$ cat config.mk
export PLATFORM = sky130hd
export DESIGN_NAME = aoi_array_pipe_flat
export DESIGN_NICKNAME = d
export VERILOG_FILES = /design/src/rtl/aoi_array_pipe_if.sv /design/src/rtl/aoi_array_pipe.sv /design/src/flat_wrapper.sv
export SDC_FILE = /design/constraint.sdc
export NUM_CORES = 1
export LEC_CHECK = 0
export BUFFER_PORTS_ARGS = -buffer_cell sky130_fd_sc_hd__buf_2
export CORE_ASPECT_RATIO = 0.9
export CORE_UTILIZATION = 35
export DETAILED_ROUTE_END_ITERATION = 6
export HOLD_SLACK_MARGIN = 0.06
export PLACE_DENSITY_LB_ADDON = 0.15
export SETUP_SLACK_MARGIN = 0.15
export SYNTH_ARGS = -nofsm -noshare
export SYNTH_HDL_FRONTEND = slang
export SYNTH_SLANG_ARGS = --single-unit
export TNS_END_PERCENT = 1
$ cat constraint.sdc
create_clock -name clk -period 5.55 [get_ports clk]
set_input_delay 0.555 -clock clk [delete_from_list [all_inputs] [get_ports clk]]
set_output_delay 0.555 -clock clk [all_outputs]
set_load 0.05 [all_outputs]
$ cat src/rtl/aoi_array_pipe_if.sv
// Valid/ready bus for aoi_array_pipe: operand set in, registered result out.
// The producer/consumer side uses master; the pipeline uses slave.
interface aoi_array_pipe_if #(
    parameter int WIDTH = 8,
    parameter int CNT_W = 16
);
    localparam int OW = $clog2(WIDTH + 1);

    logic             in_valid;
    logic             in_ready;
    logic [1:0]       mode;
    logic [WIDTH-1:0] a;
    logic [WIDTH-1:0] b;
    logic [WIDTH-1:0] c;
    logic [WIDTH-1:0] d;
    logic             out_valid;
    logic             out_ready;
    logic [WIDTH-1:0] y;
    logic [OW-1:0]    y_ones;
    logic             y_zero;
    logic [CNT_W-1:0] xfer_cnt;

    modport master (
        output in_valid, mode, a, b, c, d, out_ready,
        input  in_ready, out_valid, y, y_ones, y_zero, xfer_cnt
    );

    modport slave (
        input  in_valid, mode, a, b, c, d, out_ready,
        output in_ready, out_valid, y, y_ones, y_zero, xfer_cnt
    );
endinterface

$ cat src/rtl/aoi_array_pipe.sv
// Two-stage valid/ready pipeline applying AOI/AO/OAI/OA bitwise over WIDTH-bit
// operands, with registered popcount, zero flag and a wrapping transfer counter.
module aoi_array_pipe #(
    parameter int WIDTH = 8,
    parameter int CNT_W = 16
) (
    input logic             clk,
    input logic             rst,
    aoi_array_pipe_if.slave bus
);
    localparam int OW = $clog2(WIDTH + 1);

    function automatic logic [OW-1:0] popcount(input logic [WIDTH-1:0] v);
        logic [OW-1:0] n;
        n = {OW{1'b0}};
        for (int i = 0; i < WIDTH; i++) begin
            n = n + OW'(v[i]);
        end
        return n;
    endfunction

    logic             s1_valid_q, s1_valid_d;
    logic [WIDTH-1:0] p_q, p_d;
    logic [WIDTH-1:0] q_q, q_d;
    logic [1:0]       mode_q, mode_d;
    logic             s2_valid_q, s2_valid_d;
    logic [WIDTH-1:0] y_q, y_d;
    logic [OW-1:0]    ones_q, ones_d;
    logic             zero_q, zero_d;
    logic [CNT_W-1:0] xfer_q, xfer_d;
    logic             s1_load_s;
    logic             s2_load_s;
    logic             in_ready_s;
    logic [WIDTH-1:0] comb_s;

    // Handshake decode and next-state for both pipeline stages and the counter
    always_comb begin
        s2_load_s  = s1_valid_q && (!s2_valid_q || bus.out_ready);
        in_ready_s = !rst && (!s1_valid_q || s2_load_s);
        s1_load_s  = bus.in_valid && in_ready_s;

        s1_valid_d = s1_valid_q;
        p_d        = p_q;
        q_d        = q_q;
        mode_d     = mode_q;
        s2_valid_d = s2_valid_q;
        y_d        = y_q;
        ones_d     = ones_q;
        zero_d     = zero_q;
        xfer_d     = xfer_q;
        comb_s     = mode_q[1] ? (p_q & q_q) : (p_q | q_q);

        // mode[1] picks the OR-first (OAI/OA) or AND-first (AOI/AO) first level
        if (s1_load_s) begin
            p_d        = bus.mode[1] ? (bus.a | bus.b) : (bus.a & bus.b);
            q_d        = bus.mode[1] ? (bus.c | bus.d) : (bus.c & bus.d);
            mode_d     = bus.mode;
            s1_valid_d = 1'b1;
        end else if (s2_load_s) begin
            s1_valid_d = 1'b0;
        end else begin
            s1_valid_d = s1_valid_q;
        end

        if (s2_load_s) begin
            y_d        = mode_q[0] ? comb_s : ~comb_s;
            ones_d     = popcount(y_d);
            zero_d     = (y_d == {WIDTH{1'b0}});
            s2_valid_d = 1'b1;
        end else if (bus.out_ready) begin
            s2_valid_d = 1'b0;
        end else begin
            s2_valid_d = s2_valid_q;
        end

        if (s2_valid_q && bus.out_ready) begin
            xfer_d = xfer_q + {{(CNT_W-1){1'b0}}, 1'b1};
        end else begin
            xfer_d = xfer_q;
        end
    end

    // State registers with synchronous reset that discards in-flight data
    always_ff @(posedge clk) begin
        if (rst) begin
            s1_valid_q <= 1'b0;
            p_q        <= {WIDTH{1'b0}};
            q_q        <= {WIDTH{1'b0}};
            mode_q     <= 2'b00;
            s2_valid_q <= 1'b0;
            y_q        <= {WIDTH{1'b0}};
            ones_q     <= {OW{1'b0}};
            zero_q     <= 1'b0;
            xfer_q     <= {CNT_W{1'b0}};
        end else begin
            s1_valid_q <= s1_valid_d;
            p_q        <= p_d;
            q_q        <= q_d;
            mode_q     <= mode_d;
            s2_valid_q <= s2_valid_d;
            y_q        <= y_d;
            ones_q     <= ones_d;
            zero_q     <= zero_d;
            xfer_q     <= xfer_d;
        end
    end

    assign bus.in_ready  = in_ready_s;
    assign bus.out_valid = s2_valid_q;
    assign bus.y         = y_q;
    assign bus.y_ones    = ones_q;
    assign bus.y_zero    = zero_q;
    assign bus.xfer_cnt  = xfer_q;
endmodule

$ cat src/flat_wrapper.sv
// flat-port wrapper written by rule: the top's interface ports become plain ports
module aoi_array_pipe_flat 
#(
    parameter int WIDTH = 8,
    parameter int CNT_W = 16
)
  (clk, rst, bus_in_valid, bus_mode, bus_a, bus_b, bus_c, bus_d, bus_out_ready, bus_in_ready, bus_out_valid, bus_y, bus_y_ones, bus_y_zero, bus_xfer_cnt);
  aoi_array_pipe_if #(.WIDTH(WIDTH), .CNT_W(CNT_W)) bus_i ();
  input logic clk;
  input logic rst;
  input wire logic [$bits(bus_i.in_valid)-1:0] bus_in_valid;
  input wire logic [$bits(bus_i.mode)-1:0] bus_mode;
  input wire logic [$bits(bus_i.a)-1:0] bus_a;
  input wire logic [$bits(bus_i.b)-1:0] bus_b;
  input wire logic [$bits(bus_i.c)-1:0] bus_c;
  input wire logic [$bits(bus_i.d)-1:0] bus_d;
  input wire logic [$bits(bus_i.out_ready)-1:0] bus_out_ready;
  output wire logic [$bits(bus_i.in_ready)-1:0] bus_in_ready;
  output wire logic [$bits(bus_i.out_valid)-1:0] bus_out_valid;
  output wire logic [$bits(bus_i.y)-1:0] bus_y;
  output wire logic [$bits(bus_i.y_ones)-1:0] bus_y_ones;
  output wire logic [$bits(bus_i.y_zero)-1:0] bus_y_zero;
  output wire logic [$bits(bus_i.xfer_cnt)-1:0] bus_xfer_cnt;
  assign bus_i.in_valid = bus_in_valid;
  assign bus_i.mode = bus_mode;
  assign bus_i.a = bus_a;
  assign bus_i.b = bus_b;
  assign bus_i.c = bus_c;
  assign bus_i.d = bus_d;
  assign bus_i.out_ready = bus_out_ready;
  assign bus_in_ready = bus_i.in_ready;
  assign bus_out_valid = bus_i.out_valid;
  assign bus_y = bus_i.y;
  assign bus_y_ones = bus_i.y_ones;
  assign bus_y_zero = bus_i.y_zero;
  assign bus_xfer_cnt = bus_i.xfer_cnt;
  aoi_array_pipe #(.WIDTH(WIDTH), .CNT_W(CNT_W)) u_core (.clk(clk), .rst(rst), .bus(bus_i));
endmodule
# After elaboration in Yosys (flattened, before gate mapping)
# Cells that the tools add are included.
dict set report op_classes {
  n_lt_le_gt_ge 0
  reduce_logical 12
  n_mux 8
  add_sub_neg 8
  div_mod_pow 0
  eq_ne 0
  bitwise_logic 7
  shifts 0
  multipliers 0
}
# cell count
set ops {}
lappend ops {{8-bit 2-to-1 mux} 4}
lappend ops {{4-bit by 1-bit adder with 4-bit output} 6}
lappend ops {{8-bit AND} 3}
lappend ops {{8-bit bitwise OR} 3}
lappend ops {{16-bit by 1-bit adder with 16-bit output (second input constant)} 1}
lappend ops {{8-bit zero test} 1}
lappend ops {{8-bit NOT} 1}
lappend ops {{1-bit logical AND} 4}
lappend ops {{1-bit 2-to-1 mux} 4}
lappend ops {{2-bit nonzero test} 2}
lappend ops {{1-bit zero test} 3}
lappend ops {{1-bit by 1-bit adder with 2-bit output} 1}
lappend ops {{1-bit logical OR} 2}
dict set report word_totals {
  latchBits 0
  ram_bits 0
  memories 0
  wordCells 44
  mem_bits_ro 0
  regBits 49
  input_bits 38
  output_inout_bits 31
}

# Logic depth before layout (Yosys ltp)
# Gate-level depths: netlist (run 1).
dict set report depth {
  ltp_word 11
  depth_mapped 15
  ltp_nobuf 14
}

# Worst setup path before layout (run 1)
# Ideal clock, no wire load.
dict set report synth_timing {
  path_type {reg2reg}
  startpoint {register u_core.mode_q[1]}
  endpoint {register u_core.ones_q[1] (netlist: u_core.bus.y_ones[1])}
  stages_incl_launch_ff 14
  setup_time_ns 0.086
  path_slack_ns 1.940
  t_arrival_ns 3.524
  n_path_buf 1
  cell_sequence {dfxtp_1 buf_6 inv_2 maj3_1 xnor2_1 ha_1 fa_1 inv_1 fa_1 inv_1 fa_1 inv_1 fa_1 a211oi_1}
}
dict set report synth_via {
  elab_chain_len 10
}
# item line_no
set synth_rtl {}
lappend synth_rtl {{start: declaration} aoi_array_pipe.sv:25} ;# logic [1:0] mode_q, mode_d;
lappend synth_rtl {{start signal: assignment} aoi_array_pipe.sv:99} ;# mode_q <= mode_d;
lappend synth_rtl {{8-bit 2-to-1 mux *} aoi_array_pipe.sv:51} ;# comb_s = mode_q[1] ? (p_q & q_q) : (p_q | q_q);
lappend synth_rtl {{8-bit NOT} aoi_array_pipe.sv:66} ;# y_d = mode_q[0] ? comb_s : ~comb_s;
lappend synth_rtl {{8-bit 2-to-1 mux *} aoi_array_pipe.sv:66}
lappend synth_rtl {{1-bit by 1-bit adder with 2-bit output} aoi_array_pipe.sv:17} ;# n = n + OW'(v[i]);
lappend synth_rtl {{4-bit by 1-bit adder with 4-bit output (5 in a row)} aoi_array_pipe.sv:17}
lappend synth_rtl {{4-bit by 1-bit adder with 4-bit output *} aoi_array_pipe.sv:17}
lappend synth_rtl {{end signal: assignment} aoi_array_pipe.sv:92} ;# ones_q <= {OW{1'b0}};
lappend synth_rtl {{end signal: assignment} aoi_array_pipe.sv:102} ;# ones_q <= ones_d;
lappend synth_rtl {{end: declaration} aoi_array_pipe.sv:28} ;# logic [OW-1:0] ones_q, ones_d;
# Every way passes the cells marked *; elsewhere a longest branch is shown, timed or not.
# A chain may end at the register's enable or synchronous reset.

# Worst setup path in the final report (run 1)
# Same ends and word-level chain as after synthesis.

==> results of run 1 <==
-- cells in the final DEF, fill, tap and decap left out, types with 5 or more instances in the layout --
cell type	netlist	layout
buf_2	6	68
dfxtp_1	49	49
nand2_1	45	45
nor2_1	44	44
a21oi_1	19	19
o21ai_0	18	18
a311oi_1	18	18
xnor2_1	15	15
inv_1	10	10
maj3_1	8	8
xor2_1	8	8
nand3_1	6	6
clkbuf_8	0	6
ha_1	5	5
-- stage by stage --
| stage | setup slack (ns) | utilization (%) |
|---|---|---|
| 5_1_grt | 1.418 | 43.99 |
| 3_3_place_gp | 1.707 | 42.56 |
| 3_5_place_dp | 1.618 | 42.56 |
| 4_1_cts | 1.592 | 43.99 |
| 6_report | 1.603 | 43.99 |
| 2_1_floorplan | 1.940 | - |
-- cell families after synthesis --
group,Yosys count,share of synthesized area (%)
and+or+nand+nor,120,21.44
AOI/OAI and AO/OA,64,17.01
DFF,49,39.46
buffers and inverters,29,5.032
xor gates and xnor gates,23,8.103
adders and majority gates,17,8.958
-- worst max-delay path by stage --
stage / end / cells past startpoint
after floorplan: u_core.bus.y_ones[1]$_SDFFE_PP0P_ / 13
final: u_core.bus.y_ones[1]$_SDFFE_PP0P_ / 12
after detailed placement: u_core.bus.y_ones[1]$_SDFFE_PP0P_ / 12
after global placement: u_core.bus.y_ones[1]$_SDFFE_PP0P_ / 12
after CTS: u_core.bus.y_ones[1]$_SDFFE_PP0P_ / 12
after global routing: u_core.bus.y_ones[1]$_SDFFE_PP0P_ / 12
-- flip-flops by register name (all words and copies together), names as in the netlist --
| register | cells |
|---|---|
| u_core.mode_q | 2 |
| u_core.p_q | 8 |
| u_core.s1_valid_q | 1 |
| u_core.q_q | 8 |
| u_core.bus.xfer_cnt | 16 |
| u_core.bus.out_valid | 1 |
| u_core.bus.y_zero | 1 |
| u_core.bus.y_ones | 4 |
| u_core.bus.y | 8 |
-- critical path: cells and delay by family (launching register included) --
| family | cells | cell delay [ns] |
|---|---|---|
| flops | 1 | 0.55 |
| buf+inv | 4 | 0.36 |
| fa+ha+maj | 6 | 2.53 |
| xor+xnor | 1 | 0.24 |
| compound gates | 1 | 0.19 |
-- routing by layer --
metal	vias to the layer above	routed length, um
met5	-	0
met2	41	2426
li1	1153	-
met4	0	34
met3	3	244
met1	1063	2698
-- area by class of cell --
cell class                      count  area, sq um
Sequential cell                    49        980.9
Tap cell                           90        112.6
Clock inverter                      2        13.76
Fill cell                         721         3767
Inverter                           11        41.29
Multi-Input combinational cell    224         1380
Timing Repair Buffer               69        347.8
Clock buffer                        6        82.58
-- synth_stat cells, drive strengths merged --
cell / count
a211oi: 3
a21oi: 19
a22oi: 1
a2bb2oi: 1
a311oi: 18
a31oi: 2
and2: 1
and3: 3
buf: 8
clkbuf: 10
dfxtp: 49
fa: 4
ha: 5
inv: 11
maj3: 8
nand2: 45
nand2b: 3
nand3: 6
nand3b: 3
nand4: 4
nand4b: 1
nor2: 44
nor2b: 3
nor3: 4
nor4: 1
o21ai: 18
o31ai: 1
o41ai: 1
or3: 1
or4: 1
xnor2: 15
xor2: 8
-- power by group --
group	total (mW)	internal, mW	switching [mW]
logic	0.242	0.0944	0.148
clock network	0.223	0.101	0.122
registers	0.393	0.372	0.0205
==> metrics.txt, run 1 <==
result of the run=finished clean; most repeated library cell on the critical path=fa_1; worst reg-to-reg path cell count=12; headroom to the max-slew limit=24.42%; setup repair bufs after CTS=0; startpoint type of the worst setup path=flip-flop; destination of the worst register-to-register timing path=u_core.bus.y_ones[1]$_SDFFE_PP0P_; top cells by area, synth=dfxtp_1 39%, nand2_1 6.8%, nor2_1 6.6%, a311oi_1 6.3%, xnor2_1 5.3%; global-route wire length before repair=8.963 mm; overall die height=81.96 um; power density of the placed cells=290.1 nW/um^2; Reg2Reg Launch Point=u_core.mode_q[1]$_SDFFE_PP0P_; standby leakage power=1.224 nW; iteration count of the initial detailed-routing pass=4; hold violation total from the final report=0; Final Cell Area=2959 sq um; Max Fclk=253.4 MHz; hold path depth=2; area share of the leading cell type in the synthesized netlist=39.46%; final critical path time including I/O delays and setup=3.947 ns; WL final=5.404 mm; routed vias/inst=5.011; cell taking the most area after synthesis=dfxtp_1; yosys warns=0; met1 capacity usage during global routing=18.90%; DRC errors left=0; kind of critical path=reg2reg; overall overflow remaining after global route=0; data required time at the worst endpoint=5.78 ns; met2 global-route usage=25.53%; Area growth, synth to finish=19.02%; post-synthesis cell count=302; CTS clock-pin slew for the worst setup and hold paths=0.09 ns; placed wire-length estimate after detailed placement=3.927 mm; number of placed instances with taps included=443; biggest fanout along the worst timing path=11; pin slew with the least headroom to its limit=1.134 ns; sequential fraction of the synthesis area=39.46%; Initial Utilization=36.96%; root buffer cell=clkbuf_8; CTS tree=done; Avg Synthesized Cell Area=8.232 sq um; data arrival time of the critical path=4.18 ns; port buffer count=68; cell area after technology mapping=2486 sq um; R2R setup slack=1.60 ns; hold_sp=u_core.bus.y_ones[2]$_SDFFE_PP0P_; floorplan die width=90.84 um; Antenna Violating Nets Remaining=0; final cycle utilization of the critical path=71.11%; wire per inst=11.98 um; final weighted congestion in routability-driven placement=0.7892; floorplan core area=6726 sq um; setup repair after global routing missed its margin=no; fraction of final layout cells with drive strength greater than 1=22.71%; placed inst area=2863 sq um; Final nets=407; number of distinct library cells after synthesis=39; Critical Path Max Stage Delay=0.55 ns; post-route clock skew=0.006907 ns; met3 usage=4.537%; Iter 0 DRT Violations=57; aggregate global-route resource usage=15.00%; DR vias=2260; Final Slew Violations=0; hold-critical path endpoint=u_core.bus.y_ones[2]$_SDFFE_PP0P_; buffer depth of the longest clock path=2; Crit-path slowest cell=dfxtp_1; Fin Hold WS=0.4531 ns; level count of the clock H-tree=2; flip-flop and latch count after synthesis=49; most used routing layer in global routing=met2; area of the die=7445 sq um; peak supply drop=0.1566 mV; Inserted Clock Buffers=5; Critical Path Sink Type=flip-flop; post-cts repair resize count=0; series of cell instances along the critical path=inv_2, maj3_1, xnor2_1, ha_1, fa_1, inv_1, fa_1, inv_1, fa_1, inv_1, fa_1, a211oi_1; Critical Path Start=u_core.mode_q[1]$_SDFFE_PP0P_; hold crit path type=reg2reg; setup TNS after final layout=0 ns; antenna violations before repair=0; number of diodes added for antenna fixing=0; vias in the first global route=1952; power consumption=858.4 uW; number of sinks handled by clock tree synthesis=49; pin count of the biggest net entering global routing=52; top-level I/O count=69; final setup fails=0; Cell Count, Final, Fillers Out=451; Synthesized Nets=349; total of hold buffers inserted after clock tree synthesis=0; worst skew pair latency=0.31 ns; number of max-cap violations=0; cell row count=28
(Power assumes the default switching activity.)
==> run 2, diff against run 1 <==
==> constraint.sdc (replaced) <==
create_clock -name clk -period 3.5 [get_ports clk]
set_input_delay 0.35 -clock clk [delete_from_list [all_inputs] [get_ports clk]]
set_output_delay 0.35 -clock clk [all_outputs]
set_load 0.05 [all_outputs]
==> metrics.txt, run 2 (synthesis gave the netlist of run 1 again) <==
power share of the clock group=28.7% (+2.7 points); hold crit path type=in2reg; cell row count=28 (unchanged); Crit-path slowest cell=fa_1; CTS tree=done; series of cell instances along the critical path=inv_8, maj3_2, xnor2_4, ha_4, fa_1, inv_1, fa_1, inv_1, fa_2, inv_2, fa_1, a211oi_2; floorplan die width=90.84 um (unchanged); overall die height=81.96 um (unchanged); peak supply drop=0.1801 mV (+15%); Critical Path Max Stage Delay=0.47 ns (-0.08 ns); most repeated library cell on the critical path=fa_1; headroom to the max-slew limit=24.71% (+0.29 points); commonest cells after routing, fill and taps aside=68 x buf_2, 48 x dfxtp_1, 45 x nand2_1; global-route wire length before repair=9.356 mm (+4.4%); data required time at the worst endpoint=3.74 ns (-2.04 ns); net load switching power=489.8 uW (+69%); Inserted Clock Buffers=5 (unchanged); data arrival time of the critical path=3.57 ns (-0.61 ns); floorplan core area=6726 sq um (unchanged); hold violation total from the final report=0 (unchanged); top-level I/O count=69 (unchanged); kind of critical path=reg2reg; most common cell after layout, fill and taps aside=buf_2; result of the run=finished clean; biggest fanout along the worst timing path=9 (-2); total of hold buffers inserted after clock tree synthesis=0 (unchanged); DR vias=2233 (-1.2%); M1 WL=2.678 mm (-0.74%); Final nets=411 (+0.98%); number of sinks handled by clock tree synthesis=49 (unchanged); level count of the clock H-tree=2 (unchanged); Layout fillers=720 (-0.14%); pin count of the biggest net entering global routing=51 (-1.9%); DRC errors left=0 (unchanged); met2 routed WL=2.585 mm (+6.6%); area of the die=7445 sq um (unchanged); WL final=5.560 mm (+2.9%); sequential group share of total power=41.3% (-4.5 points); number of flip-flops in the largest register=16 (unchanged); startpoint type of the worst setup path=flip-flop; CTS clock-pin slew for the worst setup and hold paths=0.09 ns (about the same); routed vias/inst=4.908 (-2.1%); power density of the placed cells=486.0 nW/um^2 (+68%); overall overflow remaining after global route=0 (unchanged); final cycle utilization of the critical path=95.18% (+24 points); Antenna Violating Nets Remaining=0 (unchanged); root buffer cell=clkbuf_8; Area growth, synth to finish=24.06%; vias in the first global route=2074 (+6.3%); pin slew with the least headroom to its limit=1.129 ns (-0.004330 ns); top routing layer in use=met4; placed wire-length estimate after detailed placement=4.087 mm (+4.1%); Iter 0 DRT Violations=88 (+54%); Internal Dissipation=1.009 mW (+78%); Critical Path Sink Type=flip-flop; standby leakage power=1.266 nW (+3.4%); iteration count of the initial detailed-routing pass=4 (unchanged); antenna violations before repair=0 (unchanged); number of diodes added for antenna fixing=0 (unchanged); amount of wire on met3 after detailed routing=206 um (-16%); port buffer count=68 (unchanged); combinational cell fraction of total power=30.0% (+1.8 points); Fin Hold WS=0.2515 ns (-0.2016 ns); final weighted congestion in routability-driven placement=0.7414 (-6.1%); final critical path time including I/O delays and setup=3.331 ns (-0.6157 ns); final setup fails=0 (unchanged); Final Slew Violations=0 (unchanged); fraction of final layout cells with drive strength greater than 1=26.03% (+3.3 points); Max Fclk=300.2 MHz (+18%); switching power as a share of total power=32.68% (-1.1 points); aggregate global-route resource usage=15.82% (+0.82 points); buffer depth of the longest clock path=2 (unchanged); setup repair after global routing missed its margin=yes; setup TNS after final layout=0 ns (unchanged); Initial Utilization=36.96% (unchanged); wire per inst=12.22 um (+2.0%); number of max-cap violations=0 (unchanged); post-route clock skew=0.007997 ns (+0.001090 ns); worst skew pair latency=0.31 ns (about the same)
-- run 2: cell count changes in the layout (fill, tap and decap cells not counted), sizes merged --
cell,previous run,this run
bufinv,0,1
clkinv,2,0
clkinvlp,0,1
buf,69,73
-- run 2: path summary, 6_finish.rpt --
path | startpoint | to | slack [ns] | depth (start not counted)
worst min register to register | u_core.bus.y[6]$_SDFFE_PP0P_ | u_core.bus.y[6]$_SDFFE_PP0P_ | 0.46 | 2
worst max register to register | u_core.mode_q[1]$_SDFFE_PP0P_ | u_core.bus.y_ones[1]$_SDFFE_PP0P_ | 0.17 | 12
worst min-delay path | bus_mode[0] | u_core.mode_q[0]$_SDFFE_PP0P_ | 0.25 | 3
worst max-delay path | u_core.mode_q[1]$_SDFFE_PP0P_ | u_core.bus.y_ones[1]$_SDFFE_PP0P_ | 0.17 | 12
-- run 2: layout make-up --
class	instances	area, sq um	area share, %
Multi-Input combinational cell	224	1440	46.69
Sequential cell	49	984.7	31.93
Timing Repair Buffer	73	377.9	12.25
Tap cell	90	112.6	3.651
Clock buffer	6	82.58	2.677
Inverter	11	48.80	1.582
Clock inverter	2	37.54	1.217
-- run 2: power by group through the flow --
| stage | clock network, mW | registers [mW] | logic, mW |
|---|---|---|---|
| 2_1_floorplan | 0 | 0.686 | 0.261 |
| 3_5_place_dp | 0 | 0.632 | 0.414 |
| 6_report | 0.430 | 0.619 | 0.449 |
| 5_1_grt | 0.466 | 0.625 | 0.500 |
| 3_3_place_gp | 0 | 0.632 | 0.409 |
| 4_1_cts | 0.441 | 0.619 | 0.446 |
-- run 2: per-stage QoR --
step                cells  setup slack (ns)  cell area, sq um  power (mW)  util [%]
detailed placement    446            0.1111              2914       1.046     43.32
finish                455            0.1688              3084       1.499     45.85
global placement      446            0.1667              2914       1.041     43.32
CTS                   455            0.1237              3049       1.505     45.33
global route          455           0.05565              3084       1.591     45.85
floorplan             302            0.1581              2515      0.9471         -
-- run 2: critical path, delay by kind of cell, from the launching register on --
kind | cells | cell delay (ns)
xor+xnor | 1 | 0.23
flops | 1 | 0.38
compound gates | 1 | 0.17
fa+ha+maj | 6 | 2.28
buf+inv | 4 | 0.22
-- run 2: metal layers --
layer,global-route usage (%),vias up
met5,0,-
met4,6.190,0
met3,3.241,8
met2,27.50,39
met1,19.48,1022
li1,-,1164
-- run 2: repair_timing --
action | 4_1_cts | 5_1_grt
pin swaps | 8 | 5
setup endpoints to repair | 2 | 3
resized for setup | 2 | 3
setup buffers | 1 | 0
==> run 3, diff against run 2 <==
--- a/config.mk
+++ b/config.mk
@@ -11,6 +11,7 @@
 export DETAILED_ROUTE_END_ITERATION = 6
 export HOLD_SLACK_MARGIN = 0.06
 export PLACE_DENSITY_LB_ADDON = 0.15
+export RECOVER_POWER = 50
 export SETUP_SLACK_MARGIN = 0.15
 export SYNTH_ARGS = -nofsm -noshare
 export SYNTH_HDL_FRONTEND = slang
==> metrics.txt, run 3 (synthesis gave the netlist of run 1 again) <==
area of the die=7445 sq um (unchanged); placed inst area=2914 sq um (unchanged); DR vias=2239 (+0.27%); critical path's top delay family=adder cells; most repeated library cell on the critical path=fa_1; Final Worst Setup Slack=0.1682 ns (-0.0006550 ns); path length in cells of the critical path=12 (unchanged); final critical path time including I/O delays and setup=3.332 ns (+0.0006550 ns); port buffer count=68 (unchanged); final cycle utilization of the critical path=95.20% (about the same); startpoint type of the worst setup path=flip-flop; peak supply drop=0.1801 mV (about the same); Iter 0 DRT Violations=90 (+2.3%); routed vias/inst=4.921 (+0.27%); placed wire-length estimate after detailed placement=4.087 mm (unchanged); number of flip-flops in the largest register=16 (unchanged); Antenna Violating Nets Remaining=0 (unchanged); sum of buffers and inverters on the critical path=4 (unchanged); Final nets=411 (unchanged); overall overflow remaining after global route=0 (unchanged); buffer depth of the longest clock path=2 (unchanged); pin count of the biggest net entering global routing=51 (unchanged); DRC errors left=0 (unchanged); final weighted congestion in routability-driven placement=0.7414 (unchanged); fraction of final layout cells with drive strength greater than 1=17.81% (-8.2 points); number of max-cap violations=0 (unchanged); Area growth, synth to finish=22.55%; root buffer cell=clkbuf_8; area of the multi-input gates=1440 sq um (unchanged); hold violation total from the final report=0 (unchanged); R2R setup slack=0.17 ns (about the same); Cell Count, Final, Fillers Out=455 (unchanged); Critical Path Max Stage Delay=0.47 ns (about the same); Final Slew Violations=0 (unchanged); worst setup path endpoint=u_core.bus.y_ones[1]$_SDFFE_PP0P_; number of sinks handled by clock tree synthesis=49 (unchanged); aggregate global-route resource usage=15.82% (unchanged); headroom to the max-slew limit=24.84% (+0.14 points); CTS clock-pin slew for the worst setup and hold paths=0.09 ns (about the same); number of diodes added for antenna fixing=0 (unchanged); standby leakage power=1.138 nW (-10%); antenna violations before repair=0 (unchanged); pin slew with the least headroom to its limit=1.127 ns (-0.002035 ns); destination of the worst register-to-register timing path=u_core.bus.y_ones[1]$_SDFFE_PP0P_; worst reg-to-reg path cell count=12 (unchanged); setup repair after global routing missed its margin=yes; vias in the first global route=2074 (unchanged); data arrival time of the critical path=3.57 ns (about the same); kind of critical path=reg2reg; post-route clock skew=0.008072 ns (+0.00007514 ns); Max Fclk=300.1 MHz (about the same); wire per inst=12.22 um (about the same); floorplan core area=6726 sq um (unchanged); result of the run=finished clean; Critical Path Start=u_core.mode_q[1]$_SDFFE_PP0P_; global-route wire length before repair=9.356 mm (unchanged); cell row count=28 (unchanged); setup TNS after final layout=0 ns (unchanged); overall die height=81.96 um (unchanged); Reg2Reg Launch Point=u_core.mode_q[1]$_SDFFE_PP0P_; WL final=5.561 mm (about the same); commonest cells after routing, fill and taps aside=48 x dfxtp_1, 45 x nand2_1, 44 x nor2_1; floorplan die width=90.84 um (unchanged); most common cell after layout, fill and taps aside=dfxtp_1; Layout fillers=733 (+1.8%); sequential cell area=984.7 sq um (unchanged); worst skew pair latency=0.31 ns (about the same); series of cell instances along the critical path=inv_8, maj3_2, xnor2_4, ha_4, fa_1, inv_1, fa_1, inv_1, fa_2, inv_2, fa_1, a211oi_2; Crit-path slowest cell=fa_1; post-route core utilization=45.29% (-0.56 points); total of hold buffers inserted after clock tree synthesis=0 (unchanged); biggest fanout along the worst timing path=9 (unchanged); data required time at the worst endpoint=3.74 ns (about the same); level count of the clock H-tree=2 (unchanged); number of placed instances with taps included=446 (unchanged); final setup fails=0 (unchanged); CTS tree=done; Critical Path Sink Type=flip-flop; placement-stage worst setup slack=0.1111 ns (unchanged); Final Cell Area=3047 sq um (-1.2%); hold crit path type=in2reg; power density of the placed cells=490.4 nW/um^2 (+0.91%); Initial Utilization=36.96% (unchanged); Inserted Clock Buffers=5 (unchanged); iteration count of the initial detailed-routing pass=4 (unchanged); top-level I/O count=69 (unchanged)
## run 3: per-stage QoR
stage	hold slack, ns	total power, mW
floorplan	0.4586	0.9471
global placement	0.4418	1.041
detailed placement	0.4454	1.046
CTS	0.2525	1.505
global route	0.2694	1.586
finish	0.2555	1.494
## run 3: how the worst min path moves through the flow
stage,from,to,cells past startpoint
after floorplan,bus_mode[0],u_core.mode_q[0]$_SDFFE_PP0P_,2
after global placement,u_core.bus.y[6]$_SDFFE_PP0P_,u_core.bus.y[6]$_SDFFE_PP0P_,2
after detailed placement,u_core.bus.y[6]$_SDFFE_PP0P_,u_core.bus.y[6]$_SDFFE_PP0P_,2
after CTS,bus_mode[0],u_core.mode_q[0]$_SDFFE_PP0P_,3
after global routing,bus_mode[0],u_core.mode_q[0]$_SDFFE_PP0P_,3
final,bus_mode[0],u_core.mode_q[0]$_SDFFE_PP0P_,3
## run 3: worst reg2reg max path: stages, from the launching register on
cell and delay [ns]:
dfxtp_4 0.38, inv_8 0.05, maj3_2 0.35, xnor2_4 0.23, ha_4 0.23, fa_1 0.47, inv_1 0.05, fa_1 0.47
inv_1 0.05, fa_2 0.34, inv_2 0.07, fa_1 0.42, a211oi_2 0.17
## run 3: cell type report
cell class	count	share of cell area [%]
Inverter	11	1.602
Clock buffer	6	2.710
Sequential cell	49	32.32
Clock inverter	2	1.232
Multi-Input combinational cell	224	47.27
Timing Repair Buffer	73	11.17
Tap cell	90	3.696
## run 3: where the power goes
group          internal (mW)  switching, mW
Clock                  0.233          0.197
Sequential             0.591         0.0295
Combinational          0.181          0.263
Total                   1.00          0.490
## run 3: per-layer routing
layer | up-vias | wire [um] | share of wire (%) | global-route usage (%)
met3 | 8 | 204 | 3.7 | 3.241
met2 | 39 | 2583 | 46 | 27.50
li1 | 1164 | - | - | -
met5 | - | 0 | 0 | 0
met1 | 1028 | 2682 | 48 | 19.48
met4 | 0 | 90 | 1.6 | 6.190
## run 3: repair_timing
item,in CTS,in global routing
buffers inserted,1,0
endpoints found under the setup margin,2,3
pin swaps,8,5
gates resized for setup,2,3
